==> src/rtl/rabbit_g_sched.sv <==
// rabbit_g_sched: computes one Rabbit next-state update with a single shared
// g-function unit. The unit is time-multiplexed across the eight state words.
// Each (counter, state) word pair is issued in turn. The returning g values are
// collected, and the rotate/add network combines them into x_out.
//
// Ports:
//   clk, rst_n      clock, asynchronous active-low reset
//   start           request one update (sampled only while idle)
//   c_in, x_in      8 x 32-bit counter / state words, word j at [32j+31:32j]
//   busy            update in progress
//   done            one-cycle pulse when x_out has been refreshed
//   x_out           8 x 32-bit next-state words, held until the next done
//   g_req           operand pair valid toward the g unit this cycle
//   g_cnt, g_st     counter / state operand (zero when g_req is low)
//   g_res           g unit result, G_LAT cycles after its g_req cycle
module rabbit_g_sched #(
  parameter int unsigned G_LAT = 0
) (
  input  logic         clk,
  input  logic         rst_n,
  input  logic         start,
  input  logic [255:0] c_in,
  input  logic [255:0] x_in,
  output logic         busy,
  output logic         done,
  output logic [255:0] x_out,
  output logic         g_req,
  output logic [31:0]  g_cnt,
  output logic [31:0]  g_st,
  input  logic [31:0]  g_res
);

  localparam int unsigned WORD_W     = 32;
  localparam int unsigned N_WORDS    = 8;
  localparam int unsigned IDX_W      = 3;
  localparam int unsigned DRAIN_LAST = (G_LAT == 0) ? 0 : G_LAT - 1;

  typedef enum logic [1:0] {
    S_IDLE,
    S_ISSUE,
    S_DRAIN,
    S_COMBINE
  } state_e;

  state_e             state_q, state_d;
  logic [IDX_W-1:0]   idx_q, idx_d;
  logic [255:0]       c_q, c_d;
  logic [255:0]       x_q, x_d;
  logic               busy_q, busy_d;
  logic               done_q, done_d;
  logic [255:0]       xout_q, xout_d;
  logic               g_req_q, g_req_d;
  logic [WORD_W-1:0]  g_cnt_q, g_cnt_d;
  logic [WORD_W-1:0]  g_st_q, g_st_d;
  logic [WORD_W-1:0]  g_q [N_WORDS];
  logic [255:0]       x_new_c;
  logic               cap_vld_c;
  logic [IDX_W-1:0]   cap_idx_c;

  function automatic logic [WORD_W-1:0] word_at(input logic [255:0] v,
                                                input logic [IDX_W-1:0] i);
    word_at = v[{i, 5'd0} +: WORD_W];
  endfunction

  function automatic logic [WORD_W-1:0] rotl16(input logic [WORD_W-1:0] v);
    rotl16 = {v[15:0], v[31:16]};
  endfunction

  function automatic logic [WORD_W-1:0] rotl8(input logic [WORD_W-1:0] v);
    rotl8 = {v[23:0], v[31:24]};
  endfunction

  // Result tagging: g_res lines up with the issue made G_LAT cycles earlier.
  // The registered g_req/idx pair is that issue's tag.
  if (G_LAT == 0) begin : g_tap_comb
    assign cap_vld_c = g_req_q;
    assign cap_idx_c = idx_q;
  end else begin : g_tap_pipe
    logic             req_dl_q [G_LAT];
    logic [IDX_W-1:0] idx_dl_q [G_LAT];

    always_ff @(posedge clk or negedge rst_n) begin
      if (!rst_n) begin
        for (int i = 0; i < int'(G_LAT); i++) begin
          req_dl_q[i] <= 1'b0;
          idx_dl_q[i] <= '0;
        end
      end else begin
        req_dl_q[0] <= g_req_q;
        idx_dl_q[0] <= idx_q;
        for (int i = 1; i < int'(G_LAT); i++) begin
          req_dl_q[i] <= req_dl_q[i-1];
          idx_dl_q[i] <= idx_dl_q[i-1];
        end
      end
    end

    assign cap_vld_c = req_dl_q[G_LAT-1];
    assign cap_idx_c = idx_dl_q[G_LAT-1];
  end

  // Rabbit rotate/add network over the collected g values.
  always_comb begin
    x_new_c[ 31:  0] = g_q[0] + rotl16(g_q[7]) + rotl16(g_q[6]);
    x_new_c[ 63: 32] = g_q[1] + rotl8(g_q[0])  + g_q[7];
    x_new_c[ 95: 64] = g_q[2] + rotl16(g_q[1]) + rotl16(g_q[0]);
    x_new_c[127: 96] = g_q[3] + rotl8(g_q[2])  + g_q[1];
    x_new_c[159:128] = g_q[4] + rotl16(g_q[3]) + rotl16(g_q[2]);
    x_new_c[191:160] = g_q[5] + rotl8(g_q[4])  + g_q[3];
    x_new_c[223:192] = g_q[6] + rotl16(g_q[5]) + rotl16(g_q[4]);
    x_new_c[255:224] = g_q[7] + rotl8(g_q[6])  + g_q[5];
  end

  // Next-state and registered-output logic. Issue operands are prepared one
  // cycle ahead, so g_req/g_cnt/g_st come straight from flops.
  always_comb begin
    state_d = state_q;
    idx_d   = idx_q;
    c_d     = c_q;
    x_d     = x_q;
    busy_d  = busy_q;
    done_d  = 1'b0;
    xout_d  = xout_q;
    g_req_d = 1'b0;
    g_cnt_d = '0;
    g_st_d  = '0;

    unique case (state_q)
      S_IDLE: begin
        if (start) begin
          c_d     = c_in;
          x_d     = x_in;
          idx_d   = '0;
          busy_d  = 1'b1;
          g_req_d = 1'b1;
          g_cnt_d = c_in[WORD_W-1:0];
          g_st_d  = x_in[WORD_W-1:0];
          state_d = S_ISSUE;
        end
      end
      S_ISSUE: begin
        if (idx_q == IDX_W'(N_WORDS - 1)) begin
          idx_d   = '0;
          state_d = (G_LAT == 0) ? S_COMBINE : S_DRAIN;
        end else begin
          idx_d   = idx_q + IDX_W'(1);
          g_req_d = 1'b1;
          g_cnt_d = word_at(c_q, idx_d);
          g_st_d  = word_at(x_q, idx_d);
        end
      end
      S_DRAIN: begin
        // idx is reused to count the drain cycles.
        if (idx_q == IDX_W'(DRAIN_LAST)) begin
          idx_d   = '0;
          state_d = S_COMBINE;
        end else begin
          idx_d = idx_q + IDX_W'(1);
        end
      end
      S_COMBINE: begin
        xout_d  = x_new_c;
        done_d  = 1'b1;
        busy_d  = 1'b0;
        state_d = S_IDLE;
      end
      default: state_d = S_IDLE;
    endcase
  end

  // State and output registers.
  always_ff @(posedge clk or negedge rst_n) begin
    if (!rst_n) begin
      state_q <= S_IDLE;
      idx_q   <= '0;
      c_q     <= '0;
      x_q     <= '0;
      busy_q  <= 1'b0;
      done_q  <= 1'b0;
      xout_q  <= '0;
      g_req_q <= 1'b0;
      g_cnt_q <= '0;
      g_st_q  <= '0;
    end else begin
      state_q <= state_d;
      idx_q   <= idx_d;
      c_q     <= c_d;
      x_q     <= x_d;
      busy_q  <= busy_d;
      done_q  <= done_d;
      xout_q  <= xout_d;
      g_req_q <= g_req_d;
      g_cnt_q <= g_cnt_d;
      g_st_q  <= g_st_d;
    end
  end

  // g value capture from the tagged result stream.
  always_ff @(posedge clk or negedge rst_n) begin
    if (!rst_n) begin
      for (int i = 0; i < int'(N_WORDS); i++) begin
        g_q[i] <= '0;
      end
    end else if (cap_vld_c) begin
      g_q[cap_idx_c] <= g_res;
    end
  end

  assign busy  = busy_q;
  assign done  = done_q;
  assign x_out = xout_q;
  assign g_req = g_req_q;
  assign g_cnt = g_cnt_q;
  assign g_st  = g_st_q;

endmodule

==> config.mk <==
export PLATFORM = sky130hd
export DESIGN_NAME = rabbit_g_sched
export DESIGN_NICKNAME = d
export VERILOG_FILES = /design/src/rtl/rabbit_g_sched.sv
export SDC_FILE = /design/constraint.sdc
export NUM_CORES = 2
export LEC_CHECK = 0
export CAP_MARGIN = 20
export CORE_UTILIZATION = 43
export CTS_BUF_LIST = sky130_fd_sc_hd__clkbuf_16
export DETAILED_ROUTE_END_ITERATION = 8
export PLACE_DENSITY = 0.68
export SYNTH_ARGS = -nofsm -noshare
export SYNTH_HDL_FRONTEND = slang
export SYNTH_SLANG_ARGS = --single-unit
==> constraint.sdc <==
create_clock -name clk -period 3.4 [get_ports clk]
set_clock_uncertainty 0.1 [all_clocks]
set_input_delay 0.68 -clock clk [delete_from_list [all_inputs] [get_ports clk]]
set_output_delay 0.68 -clock clk [all_outputs]
set_load 0.01 [all_outputs]
Word-level counts from Yosys, hierarchy flattened
Cells that the tools add are included.
{"block": "word_totals", "wordCells": 79, "ff_bits": 1096, "output_inout_bits": 323}
{"block": "classes", "add_sub_neg": 17, "magnitude_cmp": 2, "n_bitwise": 1, "eq_ne": 7, "reduce_logical": 9, "shift": 2, "mux": 23}
{"operator": "$add 32x32->32", "count": 16}
{"operator": "$shiftx 256x9->32", "count": 2}
{"operator": "$bwmux 256", "count": 1}
{"operator": "$mux 32", "count": 5}
{"operator": "$pmux 32 s2", "count": 2}
{"operator": "$demux 32 s3", "count": 1}
{"operator": "$mux 3", "count": 3}
{"operator": "$pmux 3 s3", "count": 1}
{"operator": "$pmux 2 s4", "count": 1}
{"operator": "$mux 2", "count": 3}
{"operator": "$ne 2x2->1 const B", "count": 3}
{"operator": "$reduce_and 2->1", "count": 3}
{"operator": "$eq 2x2->1 const B", "count": 2}
{"operator": "$ge 4x4->1 const B", "count": 1}
{"operator": "$lt 4x1->1 const B", "count": 1}
{"operator": "$mux 1", "count": 4}
{"operator": "$not 3->4", "count": 1}
{"operator": "$pmux 1 s2", "count": 2}
{"operator": "$add 3x1->3 const B", "count": 1}
{"operator": "$eq 3x3->1 const B", "count": 1}
{"operator": "$logic_not 3->1", "count": 1}
{"operator": "$reduce_and 3->1", "count": 1}
{"operator": "$reduce_bool 3->1", "count": 1}
{"operator": "$eq 2x1->1 const B", "count": 1}
{"operator": "3 further kinds", "count": 3}

Longest topological paths before layout
{"block": "depth", "ltp_word": 6, "mapped_depth": 14, "ltp_nobuf": 14}

Worst setup path before layout
Ideal clock, no wire load.
{"block": "synth_path", "path_kind": "register to register", "from": "register g_q[33] in the netlist's numbering", "to": "register xout_q[221], in the netlist x_out[221]", "slack_ps": -364, "path_stages_with_launch": 13, "setup_time_ps": 125, "synth_period_minus_slack_ps": 3764, "path_buffers": 0, "t_arrival_ps": 3539, "required_time_ps": 3175, "path_cell_list": "dfrtp_1 fa_1 ha_1 fa_1 a21oi_1 o21ai_1 a2111o_1 a2111oi_0 nor2_1 a21oi_1 o21bai_1 xor2_1 mux2_2"}
{"block": "synth_via", "elab_chain_cells": 2}
{"element": "start: declaration", "line": "55", "rtl": "logic [WORD_W-1:0] g_q [N_WORDS];"}
{"element": "start signal: indexed assignment", "line": "205", "rtl": "g_q[cap_idx_c] <= g_res;"}
{"element": "$add 32x32->32 (2 in a row)", "line": "110", "rtl": "x_new_c[223:192] = g_q[6] + rotl16(g_q[5]) + rotl16(g_q[4]);"}
{"element": "end signal: assignment", "line": "191", "rtl": "xout_q <= xout_d;"}
{"element": "end: declaration", "line": "51", "rtl": "logic [255:0] xout_q, xout_d;"}
No other way between the ends.
A chain may end at the register's enable or synchronous reset.

Final worst setup path
{"block": "layout_path", "from": "register g_q[1] in the netlist's numbering", "to": "register xout_q[252], in the netlist x_out[252]"}
{"block": "layout_via", "elab_chain_cells": 2}
{"element": "$add 32x32->32 (2 in a row)", "line": "111", "rtl": "x_new_c[255:224] = g_q[7] + rotl8(g_q[6]) + g_q[5];"}
No other way between the ends.

==> metrics.txt <==
Hold Crit Start c_in[228]; Seq/Total Area, Yosys 0.448; Worst R2R Start g_q[1]; 1st-pass router iterations 6; # setup viols final between 50 and 60; clk slew on worst S/H paths approximately 0.060 ns; critical path class reg2reg; placed cells about 9.0k; Final Slew Violations 0; Max Fanout on Critical Path 3; Slowest-stage cell, CP fa_2; TritonCTS sink count roughly 1.1k; synth warn 0; via/cell ratio between 5 and 6; post-DP HPWL between 150000 and 200000 um; cts bufs inserted ~120; r2r setup slk -0.28 ns; Layout Cells excl Fill approximately 9.3k; Syn Area/Cell about 11 um2; remaining global-route overflow 0; Hold Path Sink c_q[228]; Root Driver clkbuf_16; row cnt around 140; failing checks negative setup slack; number of remaining DRC errors 0; post-synth top area share 0.448; number of max-cap violations 0; I/O pin cnt 870; total global-route track usage 0.338; Die ar. between 100000 and 150000 um2; Startpoint Class flip-flop; nets roughly 8.3k; Area growth, synth to finish 38.3%; Max Buffers Root-to-Sink 3; Worst Setup SP g_q[1]; post-synth top area cell dfrtp_1; required time of the critical path about 4.0 ns; Worst Setup End Kind flip-flop; Max Used Layer met5; DRT iter0 DRCs 4492; number of synthesized flops with an enable pin 0; H-tree depth 3; actual slew at the worst max-slew pin roughly 1.3 ns; Clk Latency, worst-skew pair ~0.80 ns; Initial Util 0.432; post-route clock period utilization 1.08; Setup TNS -5.42 ns; Hold Vio Cnt, Final 0; Hold Path Depth 3; Final min period roughly 3.7 ns; Largest stage delay, worst path approximately 0.47 ns; crit-path cells buf_12 -> fa_2 -> ha_4 -> buf_4 -> buf_6 -> a211o_1 -> a21oi_2 -> a22oi_2 -> a21o_4 -> a31oi_4 -> o21ai_2 -> o21a_1 -> or3_1 -> a31o_2; RePlAce Congestion 1.04; initial antenna violation count 66; Syn Inst Count 5718; fin util 0.598; CTS tree built; post-synthesis async set-or-reset flop share 1.00; routed vias just over 50k; global-route wire length before repair 350000 um; r2r endpoint x_out[252]; status finished with violations; Setup WS pre-CTS -0.357 ns; unrepaired setup endpoints after global routing true; Syn Nets between 6k and 7k; ys flop type dfrtp_1; reg2reg path depth 14; Die Wd ~380 um; setup slack after layout -0.276 ns; max_slew headroom 0.108; post-route ant nets 0; DRT met1 WL around 90000 um; die height roughly 380 um; Cell Area, Synth around 61000 um2; top post-synthesis cells by area dfrtp_1, nand2_1, fa_1; Data arrival, critical path about 4.3 ns; worst min path class in2reg; met2 wire len ~120000 um; layout cells sized above 1 0.261; Met3 Wirelength between 15000 and 20000 um; DR WL/cell roughly 26 um; register bit total from synthesis 1096; vias in the first global route roughly 52k; largest net degree at the start of global routing 170; Placeable Area about 140000 um2; max frequency between 200 and 300 MHz; final WL ~250000 um; PortBufs a little under 900; synth unique cells 91
## worst max-delay path: cells and delay by family (launching register included)
family          cells  cell delay [ns]
flops               1             0.43
fa+ha+maj           2             0.66
compound gates      8             1.65
simple gates        1             0.34
buf+inv             3             0.37
## metal layers
layer / up-vias / track usage
met5: - / 0
met4: 42 / 0.193
met3: 604 / 0.0705
met2: 2192 / 0.557
met1: 25700 / 0.413
li1: 22800 / -
## synthesized netlist by cell type, drive strengths merged, types with 6 or more instances
library cell / count
o31ai: 18
and3: 22
nor2b: 23
a31o: 9
and2: 14
mux4: 128
fa: 256
a31oi: 21
o41ai: 6
a311oi: 8
clkbuf: 217
dfrtp: 1096
o21ai: 208
nand3b: 12
buf: 34
a21boi: 11
xor2: 66
o2111ai: 11
mux2i: 71
o211ai: 21
inv: 87
nand2: 1697
ha: 248
a211oi: 27
o21bai: 37
a21o: 126
nor3b: 8
o311ai: 7
a211o: 10
or3: 18
a2111oi: 8
nand2b: 26
xnor2: 155
nor2: 137
mux2: 424
nand3: 40
nor3: 31
a41oi: 10
o21a: 24
nand4: 30
a21oi: 246
## cell families after synthesis
| group | count (synthesis) | synth area share |
|---|---|---|
| muxes | 623 | 0.137 |
| DFF | 1096 | 0.448 |
| buffers and inverters | 339 | 0.0208 |
| adders and majority gates | 504 | 0.135 |
| and+or+nand+nor | 2080 | 0.137 |
| xor gates and xnor gates | 221 | 0.0316 |
| AOI/OAI and AO/OA | 855 | 0.0904 |
## state kept, by name, indices dropped and copies added, names as in the netlist
signal     flops
g_cnt         32
x_out        256
busy           1
done           1
g_st          32
g_req          1
state_q        2
c_q          256
x_q          256
cap_idx_c      3
g_q          256
## through the flow
| stage | cell area, um2 | hold slack (ns) |
|---|---|---|
| after floorplan | 61300 | 0.284 |
| after global placement | 77500 | 0.352 |
| after detailed placement | 77500 | 0.357 |
| after CTS | 82800 | 0.248 |
| after global routing | 84600 | 0.288 |
| final | 84600 | 0.301 |
## layout by cell type (no fill, tap or decap), types with 18 or more instances in the layout
cell	synthesis	final
a21o_1	125	124
a21oi_1	246	184
a21oi_2	0	54
and3_1	22	19
buf_12	0	45
buf_4	0	733
buf_6	0	31
bufinv_16	0	18
clkbuf_16	0	121
clkdlybuf4s50_1	0	868
clkinv_1	1	25
clkinv_2	0	22
dfrtp_1	1096	1049
dfrtp_2	0	46
diode_2	0	43
fa_1	256	226
fa_2	0	30
ha_1	248	194
ha_4	0	48
inv_1	86	106
mux2_2	419	397
mux2_4	1	23
mux2i_1	71	71
mux4_2	128	128
nand2_1	1697	1693
nand2b_1	26	23
nand3_1	40	39
nand4_1	30	30
nor2_1	137	130
nor2b_1	23	22
nor3_1	31	21
o211ai_1	20	20
o21a_1	24	23
o21ai_0	186	158
o21ai_2	1	31
o21bai_1	37	36
xnor2_1	155	144
xor2_1	66	65
## worst max path at each step
stage	to	slack (ns)	depth (start not counted)
2_1_floorplan	x_out[125]	-0.17	12
3_3_place_gp	x_out[251]	-0.32	13
3_5_place_dp	x_out[125]	-0.36	12
4_1_cts	x_out[253]	-0.29	14
5_1_grt	x_out[253]	-0.39	14
6_report	x_out[252]	-0.28	14
## cell type report
class	instances	area [um2]
fill	11700	56800
multi-input combinational	4283	34700
sequential	1096	27500
timing repair buffer	1679	15500
clock buffer	121	3030
tap	1890	2360
clock inverter	109	1130
inverter	88	330
antenna	43	108
## timing repair
action                     CTS  global route
hold buffers                 1             0
pin swaps                  111           212
setup endpoints to repair   95           127
gates resized for setup    186           282
setup buffers               49            50
cloned                       0             0
hold endpoints to repair    20             0
Power is not shown: default switching activity piles up to over one toggle a cycle in this logic, so the estimate is an artifact.
